### config.mk
export PLATFORM = sky130hd
export DESIGN_NAME = pwm_capture_12bit
export DESIGN_NICKNAME = d
export VERILOG_FILES = /design/src/rtl/dac_pkg.sv /design/src/rtl/pwm_sync_edge.sv /design/src/rtl/pwm_capture_12bit.sv
export SDC_FILE = /design/constraint.sdc
export NUM_CORES = 1
export LEC_CHECK = 0
export BUFFER_PORTS_ARGS = -buffer_cell sky130_fd_sc_hd__buf_2
export CORE_MARGIN = 3
export CORE_UTILIZATION = 35
export DETAILED_ROUTE_END_ITERATION = 10
export SETUP_SLACK_MARGIN = 0.5
export SLEW_MARGIN = 20
export SYNTH_ARGS = -nofsm -noshare
export SYNTH_HDL_FRONTEND = slang
export SYNTH_HIERARCHICAL = 1
export SYNTH_SLANG_ARGS = --single-unit
export TNS_END_PERCENT = 30
### constraint.sdc
create_clock -name clk -period 3.6 [get_ports clk]
set_clock_uncertainty 0.1 [all_clocks]
set_input_delay 0.18 -clock clk [delete_from_list [all_inputs] [get_ports clk]]
set_output_delay 0.18 -clock clk [all_outputs]
set_load 0.02 [all_outputs]
### src/rtl/dac_pkg.sv
// Shared definitions for the 12-bit PWM DAC link, used by both the transmitter and the capture block.
package dac_pkg;

    localparam int DAC_WIDTH = 12;

    typedef enum logic [1:0] {
        ST_IDLE,
        ST_MEASURE,
        ST_ARM
    } cap_state_e;

    // Clamp a high-time count to the largest code that fits in `width` bits.
    function automatic logic [31:0] sat_code(input logic [31:0] count, input int unsigned width);
        logic [31:0] max_code;
        max_code = (32'd1 << width) - 32'd1;
        return (count > max_code) ? max_code : count;
    endfunction

endpackage

### src/rtl/pwm_sync_edge.sv
// Synchronises the asynchronous PWM line and flags its rising edges in the clk domain.
module pwm_sync_edge #(
    parameter int SYNC_STAGES = 2
) (
    input  logic clk,
    input  logic rst_n,
    input  logic pwm_in,
    output logic in_s,
    output logic rise
);

    logic [SYNC_STAGES-1:0] sync_q;
    logic                   in_d_q;

    // NOTE: non-blocking assignments make each stage take the previous stage's old value;
    // blocking ones here would collapse the whole chain into a single flop.
    always_ff @(posedge clk or negedge rst_n) begin
        if (!rst_n) begin
            sync_q <= '0;
            in_d_q <= 1'b0;
        end else begin
            sync_q <= {sync_q[SYNC_STAGES-2:0], pwm_in};
            in_d_q <= sync_q[SYNC_STAGES-1];
        end
    end

    assign in_s = sync_q[SYNC_STAGES-1];
    assign rise = in_s & ~in_d_q;

endmodule

### src/rtl/pwm_capture_12bit.sv
// PWM duty-cycle receiver: measures the high time over one 2**WIDTH-clock frame after each rising edge.
module pwm_capture_12bit
    import dac_pkg::*;
#(
    parameter int WIDTH          = DAC_WIDTH,
    parameter int SYNC_STAGES    = 2,
    parameter int TIMEOUT_FRAMES = 2
) (
    input  logic             clk,
    input  logic             rst_n,
    input  logic             ena,
    input  logic             pwm_in,
    output logic [WIDTH-1:0] code_out,
    output logic             code_valid,
    output logic             locked,
    output logic             stuck
);

    localparam int                TIMEOUT_CYCLES = TIMEOUT_FRAMES * (2 ** WIDTH);
    localparam int                IDLE_W         = $clog2(TIMEOUT_CYCLES);
    localparam logic [IDLE_W-1:0] IDLE_LAST      = IDLE_W'(TIMEOUT_CYCLES - 1);
    localparam logic [WIDTH-1:0]  WIN_LAST       = '1;

    logic in_s;
    logic rise;

    cap_state_e        state_q;
    logic [WIDTH-1:0]  win_cnt_q;
    logic [WIDTH:0]    hi_cnt_q;
    logic [IDLE_W-1:0] idle_cnt_q;
    logic [WIDTH-1:0]  code_out_q;
    logic              code_valid_q;
    logic              locked_q;
    logic              stuck_q;
    logic [WIDTH:0]    hi_cnt_d;

    pwm_sync_edge #(
        .SYNC_STAGES(SYNC_STAGES)
    ) u_sync (
        .clk   (clk),
        .rst_n (rst_n),
        .pwm_in(pwm_in),
        .in_s  (in_s),
        .rise  (rise)
    );

    // One extra bit so a line high for the whole window reaches 2**WIDTH before clamping.
    assign hi_cnt_d = hi_cnt_q + {{WIDTH{1'b0}}, in_s};

    always_ff @(posedge clk or negedge rst_n) begin
        if (!rst_n) begin
            state_q      <= ST_IDLE;
            win_cnt_q    <= '0;
            hi_cnt_q     <= '0;
            idle_cnt_q   <= '0;
            code_out_q   <= '0;
            code_valid_q <= 1'b0;
            locked_q     <= 1'b0;
            stuck_q      <= 1'b0;
        end else begin
            code_valid_q <= 1'b0;
            if (!ena) begin
                state_q    <= ST_IDLE;
                win_cnt_q  <= '0;
                hi_cnt_q   <= '0;
                idle_cnt_q <= '0;
            end else begin
                case (state_q)
                    // Rises during a window are ignored; the window always runs to completion.
                    ST_MEASURE: begin
                        if (win_cnt_q == WIN_LAST) begin
                            code_out_q   <= WIDTH'(sat_code(32'(hi_cnt_d), WIDTH));
                            code_valid_q <= 1'b1;
                            locked_q     <= 1'b1;
                            stuck_q      <= 1'b0;
                            state_q      <= ST_ARM;
                            win_cnt_q    <= '0;
                            hi_cnt_q     <= '0;
                        end else begin
                            win_cnt_q <= win_cnt_q + 1'b1;
                            hi_cnt_q  <= hi_cnt_d;
                        end
                    end
                    default: begin
                        if (rise) begin
                            state_q    <= ST_MEASURE;
                            win_cnt_q  <= WIDTH'(1);
                            hi_cnt_q   <= (WIDTH + 1)'(1);
                            idle_cnt_q <= '0;
                            stuck_q    <= 1'b0;
                        end else if (idle_cnt_q == IDLE_LAST) begin
                            code_out_q   <= in_s ? '1 : '0;
                            code_valid_q <= 1'b1;
                            stuck_q      <= 1'b1;
                            locked_q     <= 1'b0;
                            idle_cnt_q   <= '0;
                        end else begin
                            idle_cnt_q <= idle_cnt_q + 1'b1;
                        end
                    end
                endcase
            end
        end
    end

    assign code_out   = code_out_q;
    assign code_valid = code_valid_q;
    assign locked     = locked_q;
    assign stuck      = stuck_q;

endmodule
==> impl_metrics.json, run 1 <==
{
  "track_usage_pct": 15.0,
  "synth_edf_count": 0,
  "nets": 346,
  "yosysSeqAreaShare_pct": 47.4,
  "slew_headroom_pct": 29.6,
  "drt_pass1_iterations": 4,
  "portBuffers": 18,
  "critPathTopFamily": "simple AND/OR/NAND/NOR gates",
  "synthArstFlopShare_pct": 100,
  "clk_latency_ns": 0.35,
  "core_area_um2": 8340,
  "synth.distinct_cells": 51,
  "power_frac_clock_pct": 52.4,
  "cts_root_buffer": "clkbuf_8",
  "postSynthNetCount": 324,
  "antenna-diode-count": 0,
  "cp-startpoint": "win_cnt_q[0]",
  "internal_power_mw": 1.23,
  "cp-end-kind": "register",
  "comb_power_share_pct": 4.9,
  "post-route-util_pct": 42.3,
  "maxSlewViolCount": 0,
  "total_leakage_power_nw": 1.60,
  "sequentialPowerShare_pct": 42.7,
  "dpl.cell_count": 430,
  "grt_pass1_vias": 2420,
  "syn-cell-area_um2": 3060,
  "place_area_um2": 3240,
  "swShare_pct": 21.2,
  "gr-total-overflow": 0,
  "fmax_mhz": 437,
  "cp_data_required_time_ns": 3.76,
  "crit_path_max_incr_delay_ns": 0.80,
  "yosys_warnings": 6,
  "min_path_cells": 2,
  "hold_viol": 0,
  "setup_viol": 0,
  "crit_path_start_kind": "register",
  "ant_nets": 0,
  "cts_max_path_buffers": 2,
  "status": "finished, final reports clean",
  "drc_errors": 0,
  "clk_pin_slew_ns": 0.06,
  "grt_pass1_wl_um": 11800,
  "period_share_pct": 63.6,
  "synthFlopType": "dfrtp_1",
  "routedWlPerCell_um": 15.0,
  "path_depth": 6,
  "core.rowCount": 33,
  "drv_cap": 0,
  "clkSinkCount": 58,
  "first_iter_violations": 94,
  "post-route-cell-area_um2": 3530,
  "tns_ns": 0,
  "die_h_um": 99.5,
  "routed_via_density": 5.31,
  "critPathSlowestCell": "nor2_1",
  "path_buf_inv": 0,
  "ff2ff_setup_slack_ns": 1.31,
  "syn_inst": 316,
  "cts_buffers": 9,
  "r2r-start": "win_cnt_q[0]",
  "wl_um": 6710,
  "p_per_area_nw_per_um2": 443,
  "crit_type": "reg2reg",
  "power.switching_mw": 0.331,
  "instances_no_fill": 448,
  "path_max_fanout": 13,
  "antenna_found_initial": 0,
  "rr_worst_depth": 6,
  "hold_path_class": "in2reg",
  "areaGrowthSynthToFinish_pct": 15.3,
  "ios": 19,
  "endpoint": "hi_cnt_q[2]",
  "vias": 2379,
  "r2r-end": "hi_cnt_q[2]",
  "gp_congestion": 0.768,
  "ys_seq_elements": 58,
  "arrival_ns": 2.45,
  "drive_gt1_share_pct": 16.3,
  "grt_start_max_net_pins": 38,
  "die_w_um": 99.5,
  "worst_slew_pin_slew_ns": 1.05,
  "dpl.hpwl_um": 4660,
  "cts_tree": "yes",
  "path_cells": "ha_1 -> nand3_2 -> nor3_4 -> nor2_1 -> nand2_1 -> o21ai_0",
  "finalCriticalPeriod_ns": 2.29,
  "initial_core_util_pct": 36.7,
  "rsz0062_at_grt": "no",
  "post_cts_buffers": 0,
  "htreeDepth": 3,
  "ir_drop_mv": 0.185,
  "die_area_um2": 9900,
  "avgSynthCellArea_um2": 9.68
}
[sequential cells by signal, indices dropped and copies added (netlist names)]
name,count
state_q,2
code_valid,1
code_out,12
stuck,1
u_sync/sync_q,2
hi_cnt_q,13
idle_cnt_q,13
u_sync/in_d_q,1
locked,1
win_cnt_q,12
[timing repair]
item                                    CTS  global route
endpoints found under the setup margin    0             0
hold buffers                              2             0
endpoints found under the hold margin    37             0
resized for setup                         0             0
[cells in the final DEF (no fill, tap or decap), types with 2 or more instances in the layout]
| master | count |
|---|---|
| nor3_4 | 2 |
| nand2_1 | 38 |
| and3_1 | 6 |
| clkbuf_8 | 10 |
| nand2b_1 | 2 |
| bufinv_16 | 4 |
| nor4_4 | 2 |
| nor3_1 | 6 |
| dfrtp_1 | 58 |
| xnor2_1 | 12 |
| buf_4 | 3 |
| nor4_1 | 2 |
| inv_1 | 6 |
| xor2_1 | 8 |
| a21oi_1 | 8 |
| buf_2 | 18 |
| ha_1 | 4 |
| o21ai_0 | 42 |
| nor3_2 | 2 |
| a31oi_1 | 4 |
| nand4_1 | 5 |
| o31ai_1 | 6 |
| nand3_2 | 2 |
| nor2_1 | 34 |
| o21ai_1 | 2 |
| nand3_1 | 11 |
| nor2b_1 | 10 |
| a22o_1 | 7 |
| dlygate4sd3_1 | 2 |
| nand4_4 | 2 |
[cell families after synthesis]
logic type                 after synthesis  share of synthesized area, %
and+or+nand+nor                        132                          24.8
DFF                                     58                          47.4
adders and majority gates                4                          1.64
buffers and inverters                   18                          2.74
AOI/OAI and AO/OA                       83                          17.3
xor gates and xnor gates                20                          5.73
muxes                                    1                         0.327
[cell usage after synthesis, drive strengths merged, types with 7 or more instances]
cell   number  area (um^2)
a22o        7         61.3
o31ai       7         66.3
dfrtp      58         1450
nand2      38          143
xnor2      12          105
nor2b      11         76.3
buf         8         46.3
xor2        8         70.1
o21ai      45          229
nand3      13         75.1
nor2       34          128
a21oi       9         48.8
nor3       10         82.6
nand4       8         86.3
[worst min path at each step]
stage,startpoint,endpoint,slack [ns]
finish,ena,hi_cnt_q[0],0.07
global route,ena,hi_cnt_q[0],0.08
CTS,ena,hi_cnt_q[0],0.06
detailed placement,pwm_in,u_sync/sync_q[0],0.19
global placement,pwm_in,u_sync/sync_q[0],0.19
floorplan,rst_n,code_out[0],-0.22
[layout make-up]
class	instances	area [um^2]
well taps	105	131
inverters	6	22.5
fillers	837	4810
repair buffers	23	133
clock inverters	5	125
multi-input cells	240	1520
clock buffers	11	141
flip-flops and latches	58	1450
[through the flow]
stage | hold WS [ns] | power [mW] | setup WS [ns]
2_1_floorplan | -0.216 | 0.724 | 1.82
3_3_place_gp | 0.190 | 0.755 | 1.42
3_5_place_dp | 0.190 | 0.755 | 1.28
4_1_cts | 0.0601 | 1.57 | 1.27
5_1_grt | 0.0841 | 1.61 | 1.09
6_report | 0.0696 | 1.56 | 1.31
[power by group through the flow]
stage | Sequential, mW | Combinational (mW) | Clock [mW]
finish | 0.667 | 0.0766 | 0.819
global route | 0.668 | 0.0876 | 0.858
CTS | 0.667 | 0.0780 | 0.828
detailed placement | 0.679 | 0.0761 | 0
global placement | 0.678 | 0.0764 | 0
floorplan | 0.677 | 0.0465 | 0
[routing by layer]
metal	wire (um)	GRT usage [%]
met1	3370	20.7
met2	3050	22.5
met3	179	3.37
met4	102	6.93
met5	0	0
(Power assumes the default switching activity.)
==> run 2: changes to the inputs <==
- clock period: 3.6 -> 2.3 ns (I/O delays scaled with it)
==> run 2 against run 1 <==
Compared with the run above:
- combinational power grew 130%
- routed wire length up 13%
- largest cell class unchanged
- final cell count rose by 6.5%
- power up 59%
- hold slack got worse by 0.0078 ns
- critical endpoint is now hi_cnt_q[4]
==> impl_metrics.json, run 2 (synthesized netlist as in run 1, its figures left out) <==
{
  "status": "finished, final reports clean",
  "first_iter_violations": 155,
  "worst_slew_pin_slew_ns": 0.693,
  "gr-total-overflow": 0,
  "cp-end-kind": "register",
  "routed_via_density": 5.34,
  "post-route-cell-area_um2": 4020,
  "vias": 2549,
  "clk_latency_ns": 0.34,
  "power.total_mw": 2.49,
  "finalCriticalPeriod_ns": 1.85,
  "setup_viol": 0,
  "ant_nets": 0,
  "antenna-diode-count": 0,
  "die_h_um": 99.5,
  "routedWlPerCell_um": 15.8,
  "crit_type": "reg2reg",
  "critPathSlowestCell": "dfrtp_1",
  "cp_data_required_time_ns": 2.42,
  "ir_drop_mv": 0.309,
  "grt_pass1_wl_um": 12500,
  "drive_gt1_share_pct": 29.8,
  "grt_start_max_net_pins": 31,
  "slew_headroom_pct": 53.8,
  "areaGrowthSynthToFinish_pct": 31.5,
  "drt_pass1_iterations": 4,
  "reg.largest.list": "hi_cnt_q (13), idle_cnt_q (13)",
  "die_area_um2": 9900,
  "total_leakage_power_nw": 1.80,
  "final_common_cell": "dfrtp_1",
  "htreeDepth": 3,
  "core.rowCount": 33,
  "hold_path_class": "in2reg",
  "crit_path_max_incr_delay_ns": 0.43,
  "cts_max_path_buffers": 2,
  "cts_root_buffer": "clkbuf_8",
  "rsz0062_at_grt": "yes",
  "path_cells": "ha_4 -> nand3_4 -> buf_4 -> nor3_4 -> nor2_4 -> clkbuf_4 -> a22o_1",
  "drc_errors": 0,
  "maxSlewViolCount": 0,
  "clk_pin_slew_ns": 0.07,
  "place_area_um2": 3310,
  "core_area_um2": 8340,
  "crit_path_start_kind": "register",
  "grt_pass1_vias": 2545,
  "initial_core_util_pct": 36.7,
  "layout.cells.most_common_list": "dfrtp_1, nand2_1, o21ai_0, nor2_1, buf_4",
  "hold_viol": 0,
  "wl_um": 7550,
  "die_w_um": 99.5,
  "track_usage_pct": 15.8,
  "period_share_pct": 80.5,
  "drv_cap": 0,
  "path_max_fanout": 8,
  "cts_buffers": 9,
  "p_per_area_nw_per_um2": 619,
  "tns_ns": 0,
  "dpl.hpwl_um": 4690,
  "fmax_mhz": 540,
  "ios": 19,
  "nets": 375,
  "antenna_found_initial": 0,
  "clkSinkCount": 58,
  "cts_tree": "yes",
  "arrival_ns": 1.97,
  "portBuffers": 18,
  "gp_congestion": 0.828
}
[run 2: cell count changes in the layout (fill, tap and decap cells not counted), moves of 7 or more]
cell,previous run,this run
buf_4,3,24
dfrtp_1,58,50
dfrtp_2,0,8
o21ai_0,42,35
o21ai_1,2,9
[run 2: power by group]
group | switching (mW) | internal (mW)
clock | 0.412 | 0.858
combinational | 0.105 | 0.0719
sequential | 0.0131 | 1.03
total | 0.529 | 1.96
[run 2: metrics by stage]
stage	hold WS, ns	cells	util, %	setup slack, ns
after floorplan	-0.281	316	-	0.520
final	0.0618	477	48.2	0.448
after CTS	0.0427	463	45.5	0.481
after global placement	0.103	438	39.7	0.189
after global routing	0.0623	477	48.2	0.357
after detailed placement	0.105	438	39.7	0.110
[run 2: layout make-up]
class	count	area (um^2)
Sequential cell	58	1460
Timing Repair Buffer	50	365
Multi-Input combinational cell	242	1780
Fill cell	772	4320
Tap cell	105	131
Clock inverter	5	125
Inverter	6	22.5
Clock buffer	11	141
[run 2: layer usage]
layer  routed length (um)  up-vias  global-route usage, %
li1                     -     1236                      -
met1                 3540     1257                   22.3
met2                 3560       46                   24.1
met3                  367       10                   3.58
met4                   82        0                   5.57
met5                    0        -                      0
[run 2: path summary, 6_finish.rpt]
| path | start | cells past startpoint | to | slack [ns] |
|---|---|---|---|---|
| worst max register to register | win_cnt_q[1] | 7 | hi_cnt_q[4] | 0.45 |
| max in group asynchronous | rst_n | 3 | hi_cnt_q[3] | 1.22 |
| worst min register to register | u_sync/sync_q[0] | 0 | u_sync/sync_q[1] | 0.26 |
| worst min-delay path | ena | 2 | hi_cnt_q[0] | 0.06 |
| min in group asynchronous | rst_n | 2 | idle_cnt_q[4] | 0.26 |
| worst max-delay path | win_cnt_q[1] | 7 | hi_cnt_q[4] | 0.45 |
[run 2: repair_timing]
action | CTS | global route
setup endpoints to repair | 40 | 37
gates cloned | 2 | 1
resized for setup | 25 | 32
pin swaps | 5 | 13
hold buffers | 2 | 0
hold endpoints to repair | 29 | 0
setup buffers | 5 | 13
[run 2: worst max-delay path: cells and delay by family (launching register included)]
kind	cells	cell delay (ns)
flops	1	0.43
compound gates	1	0.20
fa+ha+maj	1	0.19
simple gates	3	0.45
buf+inv	2	0.37
